### src/rtl/ex_div_seq.sv
// Multi-cycle restoring divider for the EX stage (DIV/DIVU).
// It produces one quotient bit per clock and returns {remainder, quotient}.
module ex_div_seq #(
   parameter int WIDTH = 32
) (
   input  logic                 clk,
   input  logic                 rst,
   input  logic                 signed_div_i,
   input  logic [WIDTH-1:0]     opdata1_i,
   input  logic [WIDTH-1:0]     opdata2_i,
   input  logic                 start_i,
   input  logic                 annul_i,
   output logic [2*WIDTH-1:0]   result_o,
   output logic                 ready_o,
   output logic                 stall_req_o
);

   localparam int CNT_W = $clog2(WIDTH);
   localparam logic [CNT_W-1:0] LAST = CNT_W'(WIDTH - 1);

   localparam logic [1:0] S_FREE   = 2'd0;
   localparam logic [1:0] S_BYZERO = 2'd1;
   localparam logic [1:0] S_ON     = 2'd2;
   localparam logic [1:0] S_END    = 2'd3;

   logic [1:0]              state;
   logic [CNT_W-1:0]        cnt;
   logic [WIDTH-1:0]        dvd;
   logic [WIDTH-1:0]        dvs;
   logic [WIDTH:0]          rem;
   logic                    neg_q;
   logic                    neg_r;

   logic signed [WIDTH-1:0] op1_s;
   logic signed [WIDTH-1:0] op2_s;
   logic                    op1_neg;
   logic                    op2_neg;
   logic [WIDTH-1:0]        abs1;
   logic [WIDTH-1:0]        abs2;
   logic [WIDTH:0]          rem_sh;
   logic [WIDTH:0]          rem_diff;
   logic [WIDTH:0]          rem_nx;
   logic                    q_bit;
   logic [WIDTH-1:0]        dvd_nx;

   function automatic logic [WIDTH-1:0] cond_neg(input logic [WIDTH-1:0] v, input logic neg);
      return neg ? (~v + WIDTH'(1)) : v;
   endfunction

   assign stall_req_o = start_i & ~ready_o & ~annul_i;

   // Operand conditioning: magnitudes and sign flags sampled at start
   always_comb begin
      op1_s   = opdata1_i;
      op2_s   = opdata2_i;
      op1_neg = signed_div_i & op1_s[WIDTH-1];
      op2_neg = signed_div_i & op2_s[WIDTH-1];
      abs1    = cond_neg(op1_s, op1_neg);
      abs2    = cond_neg(op2_s, op2_neg);
   end

   // Restoring step: the quotient bits shift into the low end of dvd as the dividend leaves
   always_comb begin
      rem_sh   = (rem << 1) | {{WIDTH{1'b0}}, dvd[WIDTH-1]};
      rem_diff = rem_sh - {1'b0, dvs};
      q_bit    = (rem_sh >= {1'b0, dvs});
      rem_nx   = q_bit ? rem_diff : rem_sh;
      dvd_nx   = {dvd[WIDTH-2:0], q_bit};
   end

   always_ff @(posedge clk) begin
      if (rst) begin
         state    <= S_FREE;
         cnt      <= '0;
         dvd      <= '0;
         dvs      <= '0;
         rem      <= '0;
         neg_q    <= 1'b0;
         neg_r    <= 1'b0;
         ready_o  <= 1'b0;
         result_o <= '0;
      end else begin
         case (state)
            S_FREE: begin
               if (start_i && !annul_i) begin
                  if (opdata2_i == '0) begin
                     state <= S_BYZERO;
                  end else begin
                     state <= S_ON;
                     dvd   <= abs1;
                     dvs   <= abs2;
                     neg_q <= op1_neg ^ op2_neg;
                     neg_r <= op1_neg;
                     cnt   <= '0;
                     rem   <= '0;
                  end
               end
            end
            S_BYZERO: begin
               if (annul_i) begin
                  state <= S_FREE;
               end else begin
                  state    <= S_END;
                  ready_o  <= 1'b1;
                  result_o <= '0;
               end
            end
            S_ON: begin
               if (annul_i) begin
                  state    <= S_FREE;
                  ready_o  <= 1'b0;
                  result_o <= '0;
               end else begin
                  dvd <= dvd_nx;
                  rem <= rem_nx;
                  cnt <= cnt + CNT_W'(1);
                  if (cnt == LAST) begin
                     state    <= S_END;
                     ready_o  <= 1'b1;
                     // The remainder follows the dividend sign; MIN / -1 wraps back to MIN
                     result_o <= {cond_neg(rem_nx[WIDTH-1:0], neg_r), cond_neg(dvd_nx, neg_q)};
                  end
               end
            end
            S_END: begin
               if (annul_i || !start_i) begin
                  state    <= S_FREE;
                  ready_o  <= 1'b0;
                  result_o <= '0;
               end
            end
            default: state <= S_FREE;
         endcase
      end
   end

endmodule

### config.mk
export PLATFORM = sky130hd
export DESIGN_NAME = ex_div_seq
export DESIGN_NICKNAME = d
export VERILOG_FILES = /design/src/rtl/ex_div_seq.sv
export SDC_FILE = /design/constraint.sdc
export NUM_CORES = 1
export LEC_CHECK = 0
export CAP_MARGIN = 20
export CORE_MARGIN = 2
export CORE_UTILIZATION = 58
export DETAILED_ROUTE_END_ITERATION = 7
export PLACE_DENSITY = 0.83
export REMOVE_ABC_BUFFERS = 1
export SYNTH_ARGS = -nofsm -noshare
export SYNTH_HDL_FRONTEND = slang
export SYNTH_SLANG_ARGS = --single-unit
export TNS_END_PERCENT = 20
### constraint.sdc
create_clock -name clk -period 5.5 [get_ports clk]
set_clock_uncertainty 0.15 [all_clocks]
set_input_delay 1.1 -clock clk [delete_from_list [all_inputs] [get_ports clk]]
set_output_delay 1.1 -clock clk [all_outputs]
set_load 0.03 [all_outputs]
---- Yosys cells after proc, flatten, opt, wreduce, memory -nomap -nowiden ----
Cells that the tools add are included.
storage, ports and cells
  bits in registers ....................... 170
  bits in latches ......................... 0
  RAM bits ................................ 0
  bits in read-only memories .............. 0
  input port bits ......................... 69
  output and inout bits ................... 66
  memories ................................ 0
cells by class
  add/subtract/negate cells ............... 6
  multipliers ............................. 0
  divide/modulo/power cells ............... 0
  order comparisons ....................... 1
  equality and inequality tests ........... 10
  shift operators ......................... 0
  muxes and demuxes ....................... 34
  bitwise gates (word level) .............. 13
  reduce and logical (&&, ||, !) cells .... 12
operator list
  kind                                           count
  two-way mux 32 bit                             11
  two-way mux 64 bit                             4
  case mux 64 bit (3 select lines)               1
  adder 32 x 1 -> 32 bit, second input constant  4
  inverter 32 bit                                4
  case mux 32 bit (2 select lines)               2
  greater-or-equal comparator 33 x 32 -> 1 bit   1
  OR 33 x 1 -> 33 bit                            1
  logical NOT 32 bit                             1
  subtractor 32 bit                              1
  two-way mux 5 bit                              3
  two-way mux 2 bit                              6
  != test 2 bit, second input constant           5
  case mux 5 bit (2 select lines)                1
  case mux 2 bit (4 select lines)                1
  AND reduction 4 bit                            2
  AND reduction 3 bit                            2
  adder 5 x 1 -> 5 bit, second input constant    1
  equality test 5 bit, second input constant     1
  bitwise AND 1 bit                              4
  equality test 2 bit, second input constant     2
  two-way mux 1 bit                              4
  != test 3 bit, second input constant           1
  inverter 1 bit                                 3
  9 further kinds                                10

---- Logic depth before layout (Yosys ltp) ----
  depth in word-level cells ............... 9
  mapped depth ............................ 23
  mapped depth without buffers ............ 18

---- Worst setup path before layout ----
OpenSTA, ideal clock, no wires.
  path kind ............................... register to register
  from .................................... register dvs[4]
  to ...................................... register result_o[48]
  library setup time ...................... 117 ps
  data arrival time ....................... 4002 ps
  required time ........................... 5233 ps
  path slack .............................. 1231 ps
  cell stages (with the launch flop) ...... 21
  buffers on the path ..................... 5
  clock period less this slack ............ 4269 ps
  path through ............................ dfxtp_1 -> inv_1 -> ha_1 -> buf_2 -> o211ai_1 -> a21oi_1 -> o211ai_1 -> a211oi_2 -> or2_1 -> buf_4 -> buf_2 -> clkbuf_1 -> buf_2 -> mux2i_1 -> ha_1 -> inv_1 -> nor4b_1 -> o21ai_0 -> o31ai_1 -> xnor2_1 -> a22o_1
on the way
  cells in the longest elaborated chain, start to end .. 8
  elaborated cells between the ends (all ways) .. 9
  classes of those cells .................. add/sub: 2; order compare: 1; mux: 5; bitwise: 1
RTL lines
  item                                                                               RTL line  text
  from (decl)                                                                        29        logic [WIDTH-1:0] dvs;
  from (signal assigned)                                                             91        dvs <= abs2;
  subtractor 32 bit or greater-or-equal comparator 33 x 32 -> 1 bit (tied branches)  65, 66
  two-way mux 32 bit *                                                               67        rem_nx = q_bit ? rem_diff : rem_sh;
  inverter 32 bit                                                                    47        return neg ? (~v + WIDTH'(1)) : v;
  adder 32 x 1 -> 32 bit                                                             47
  two-way mux 32 bit *                                                               47
  two-way mux 64 bit *                                                               117       if (cnt == LAST) begin
  two-way mux 64 bit *                                                               109       if (annul_i) begin
  case mux 64 bit (3 select lines) *                                                 83        case (state)
  to (signal assigned)                                                               121       result_o <= {cond_neg(rem_nx[WIDTH-1:0], neg_r), cond_neg(dvd_nx, neg_q)};
  to (decl)                                                                          13        output logic [2*WIDTH-1:0] result_o,
Every way passes the cells marked *; elsewhere a longest branch is shown, timed or not. The select of a mux whose other input is x is not followed.
A chain may end at the register's enable or synchronous reset.

---- Final worst setup path ----
  from .................................... input opdata2_i[0]
  to ...................................... register dvd[14]
on the way
  cells in the longest elaborated chain, start to end .. 3
RTL lines
  item                                  RTL line  text
  from (decl)                           10        input logic [WIDTH-1:0] opdata2_i,
  logical NOT 32 bit                    86        if (opdata2_i == '0) begin
  != test 2 bit (no source line)        n/a
  AND reduction 4 bit (no source line)  n/a
  to (signal assigned)                  90        dvd <= abs1;
  to (signal assigned)                  114       dvd <= dvd_nx;
  to (decl)                             28        logic [WIDTH-1:0] dvd;
Every way passes these cells.

==> impl_metrics.yaml <==
timing:
  fmax_ghz: 0.198
  period_share: 0.920
  hold_violations: 0
  drv_slew: 0
  final.setup.tns_ns: 0
  max_slew_margin: 0.186
  holdWs_ns: 0.302
  rsz0062_at_grt: "no"
  worstMarginPinSlew_ns: 1.19
  fin_crit_ns: 5.06
  final-setup-viol-count: 0
cells_and_area:
  nFillCells: 1646
  fin_nets: 1796
  multi_input_area_um2: 7620
  post-route-util: 0.701
  layout-drive-gt1-share: 0.0513
  syn_to_final_growth_pct: 18.1
  layout_common_cells: "nand2_1 (247), nor2_1 (195), dfxtp_1 (170), clkdlybuf4s50_1 (133), o21ai_0 (128)"
  layout_commonest_cell: "nand2_1"
  regArea_um2: 3400
  diodes: 0
clocking:
  cts_tree: "yes"
  clockRootBuffer: "clkbuf_16"
  h-tree-depth: 4
  clk_latency_ns: 0.44
  cts_buffer_depth: 2
  clkTransAtPathRegs_ns: 0.07
  post_cts_buffers: 0
  post_cts_resized: 0
  cts_hold_buf: 0
  clock_sinks: 170
  cts_buffers: 17
setup_path:
  crit_chain: "clkdlybuf4s50_1, inv_1, ha_1, nor3b_2, and3b_1, nand3_1, or3_1, or4_1, or4_4, or3b_2, nor2_1, nor2_4, buf_4, nand2_1, a21oi_1"
  cp_data_required_time_ns: 5.71
  critPathBufInv: 3
  crit_type: "in2reg"
  endpoint_kind: "register"
  crit_path_top_delay_cell: "or4_1"
  cpPeakStageDelay_ns: 0.53
  critPathMaxFanout: 27
  worst_setup_path_start_kind: "input pin"
  cpLargestDelayFamily: "simple AND/OR/NAND/NOR gates"
  worst_ep_arrival_time_ns: 5.28
synthesis:
  synthCells: 1594
  synth_seq_area_share: 0.293
  yosysTopAreaCellShare: 0.293
  synth_area_um2: 11600
  avgSynthCellArea_um2: 7.30
  synthTopCellsByArea: "dfxtp_1 (29%), nand2_1 (8.0%), nor2_1 (6.3%)"
  async_reset_ff_frac: 0
  synth_top_area_cell: "dfxtp_1"
  synth.distinct_cells: 79
  ys.flop_type: "dfxtp_1"
  ys_ff_latch: 170
  yosys_warnings: 0
  synth_edf_count: 0
grt:
  grt-ovfl-total: 0
  met2_usage: 0.510
  antenna_found_initial: 0
  grtUsageMet1: 0.458
  grt_first_pass_wirelength_um: 56500
  busiest_layer: "met2"
  grt_max_degree: 72
  use_met3: 0.0502
  track_usage: 0.325
  grt_pass1_vias: 11000
routing:
  routed_wl_um: 35600
  ant_nets: 0
  drt_iter0_markers: 1168
  avgRoutedWirePerCell_um: 18.1
  dr.pass1.iters: 6
  viasPerCell: 6.14
  drc_errors: 0
  vias: 12000
pwr:
  ir_drop_v: 0.000277
  p_leak_uw: 0.00517
  power_density_nw_per_um2: 455
flow_run:
  max_cap_violations: 0
placed_design:
  place_hpwl_um: 26000
  globalplace.congestion: 0.966
  port_buffers: 134
die:
  io_pins: 135
  num_rows: 51
  initial_core_util: 0.594
  coreArea_um2: 19600
  die_w_um: 146
  die-area_um2: 21200
  die_h_um: 146
hold_path:
  hold_path.class: "reg2reg"
status:
  status: "completed"
layer usage:
layer / share of wire / routed length [um]
met1: 0.45 / 16000
met3: 0.079 / 2800
met2: 0.45 / 15900
met5: 0 / 0
met4: 0.026 / 934
cell type report:
class	instances	area share
Clock buffer	18	0.0313
Clock inverter	14	0.0118
Inverter	59	0.0161
Multi-Input combinational cell	1276	0.555
Sequential cell	170	0.248
Tap cell	265	0.0242
Timing Repair Buffer	159	0.114
cell families after synthesis:
| group | Yosys count | synth area share |
|---|---|---|
| AOI/OAI and AO/OA | 467 | 0.256 |
| xor gates and xnor gates | 137 | 0.103 |
| adders and majority gates | 44 | 0.0480 |
| buffers and inverters | 148 | 0.0536 |
| DFF | 170 | 0.293 |
| muxes | 11 | 0.00958 |
| and+or+nand+nor | 617 | 0.237 |
final timing paths:
check / from / to / slack, ns / depth (start not counted)
max: opdata2_i[0] / dvd[14] / 0.44 / 15
min: result_o[26] / result_o[26] / 0.30 / 2
max reg2reg: dvs[26] / result_o[26] / 0.46 / 16
min reg2reg: result_o[26] / result_o[26] / 0.30 / 2
sequential cells by signal (all words and copies together) (netlist names):
register  cells
neg_q         1
result_o     64
ready_o       1
state         2
rem          32
dvd          32
dvs          32
neg_r         1
cnt           5
worst reg2reg max path: stages, from the launching register on:
cell and delay [ns]:
dfxtp_1 0.31, inv_1 0.06, ha_1 0.45, a21oi_1 0.30, o21ai_0 0.20, a2111oi_0 0.58, o211ai_1 0.17, buf_4 0.20
or2_1 0.43, inv_2 0.29, buf_4 0.40, ha_1 0.34, nand3_1 0.25, o21ai_0 0.36, o21a_1 0.18, xor2_1 0.14
o21ai_0 0.08
synth_stat cells, types with 4 or more instances:
library cell	number
a22oi_1	52
buf_2	27
nand2_1	247
a31oi_1	6
a211oi_1	32
clkbuf_1	53
xnor2_1	69
o21ai_0	128
nor4_1	20
and3_1	8
o211a_1	5
a22o_1	8
xor2_1	68
nor3_1	36
o211ai_1	11
dfxtp_1	170
or3_1	9
or4_1	11
mux2i_1	10
nor2_1	196
nand3_1	19
nor2b_1	5
nand4_1	12
or2_2	8
o21ai_1	6
ha_1	43
o21a_1	7
nand2b_1	14
nor3b_1	5
a21o_1	13
a2111oi_0	4
a21oi_1	124
o41ai_1	7
inv_1	58
o31ai_1	26
and2_1	8
power by group:
group	internal [uW]	switching (uW)	total, uW	leakage [uW]
Combinational	1210	2320	3530	0.00351
Clock	645	579	1220	0.000280
Sequential	1360	126	1480	0.00138
Total	3210	3030	6240	0.00517
through the flow:
stage | area [um2] | cells | worst slack (ns) | power (uW)
floorplan | 11200 | 1505 | -0.210 | 3810
global placement | 13100 | 1928 | 0.327 | 4820
detailed placement | 13100 | 1928 | 0.100 | 4870
CTS | 13700 | 1960 | 0.486 | 6110
global route | 13700 | 1961 | 0.189 | 6610
finish | 13700 | 1961 | 0.438 | 6240
Note: power is estimated with default switching activity, not from simulation.
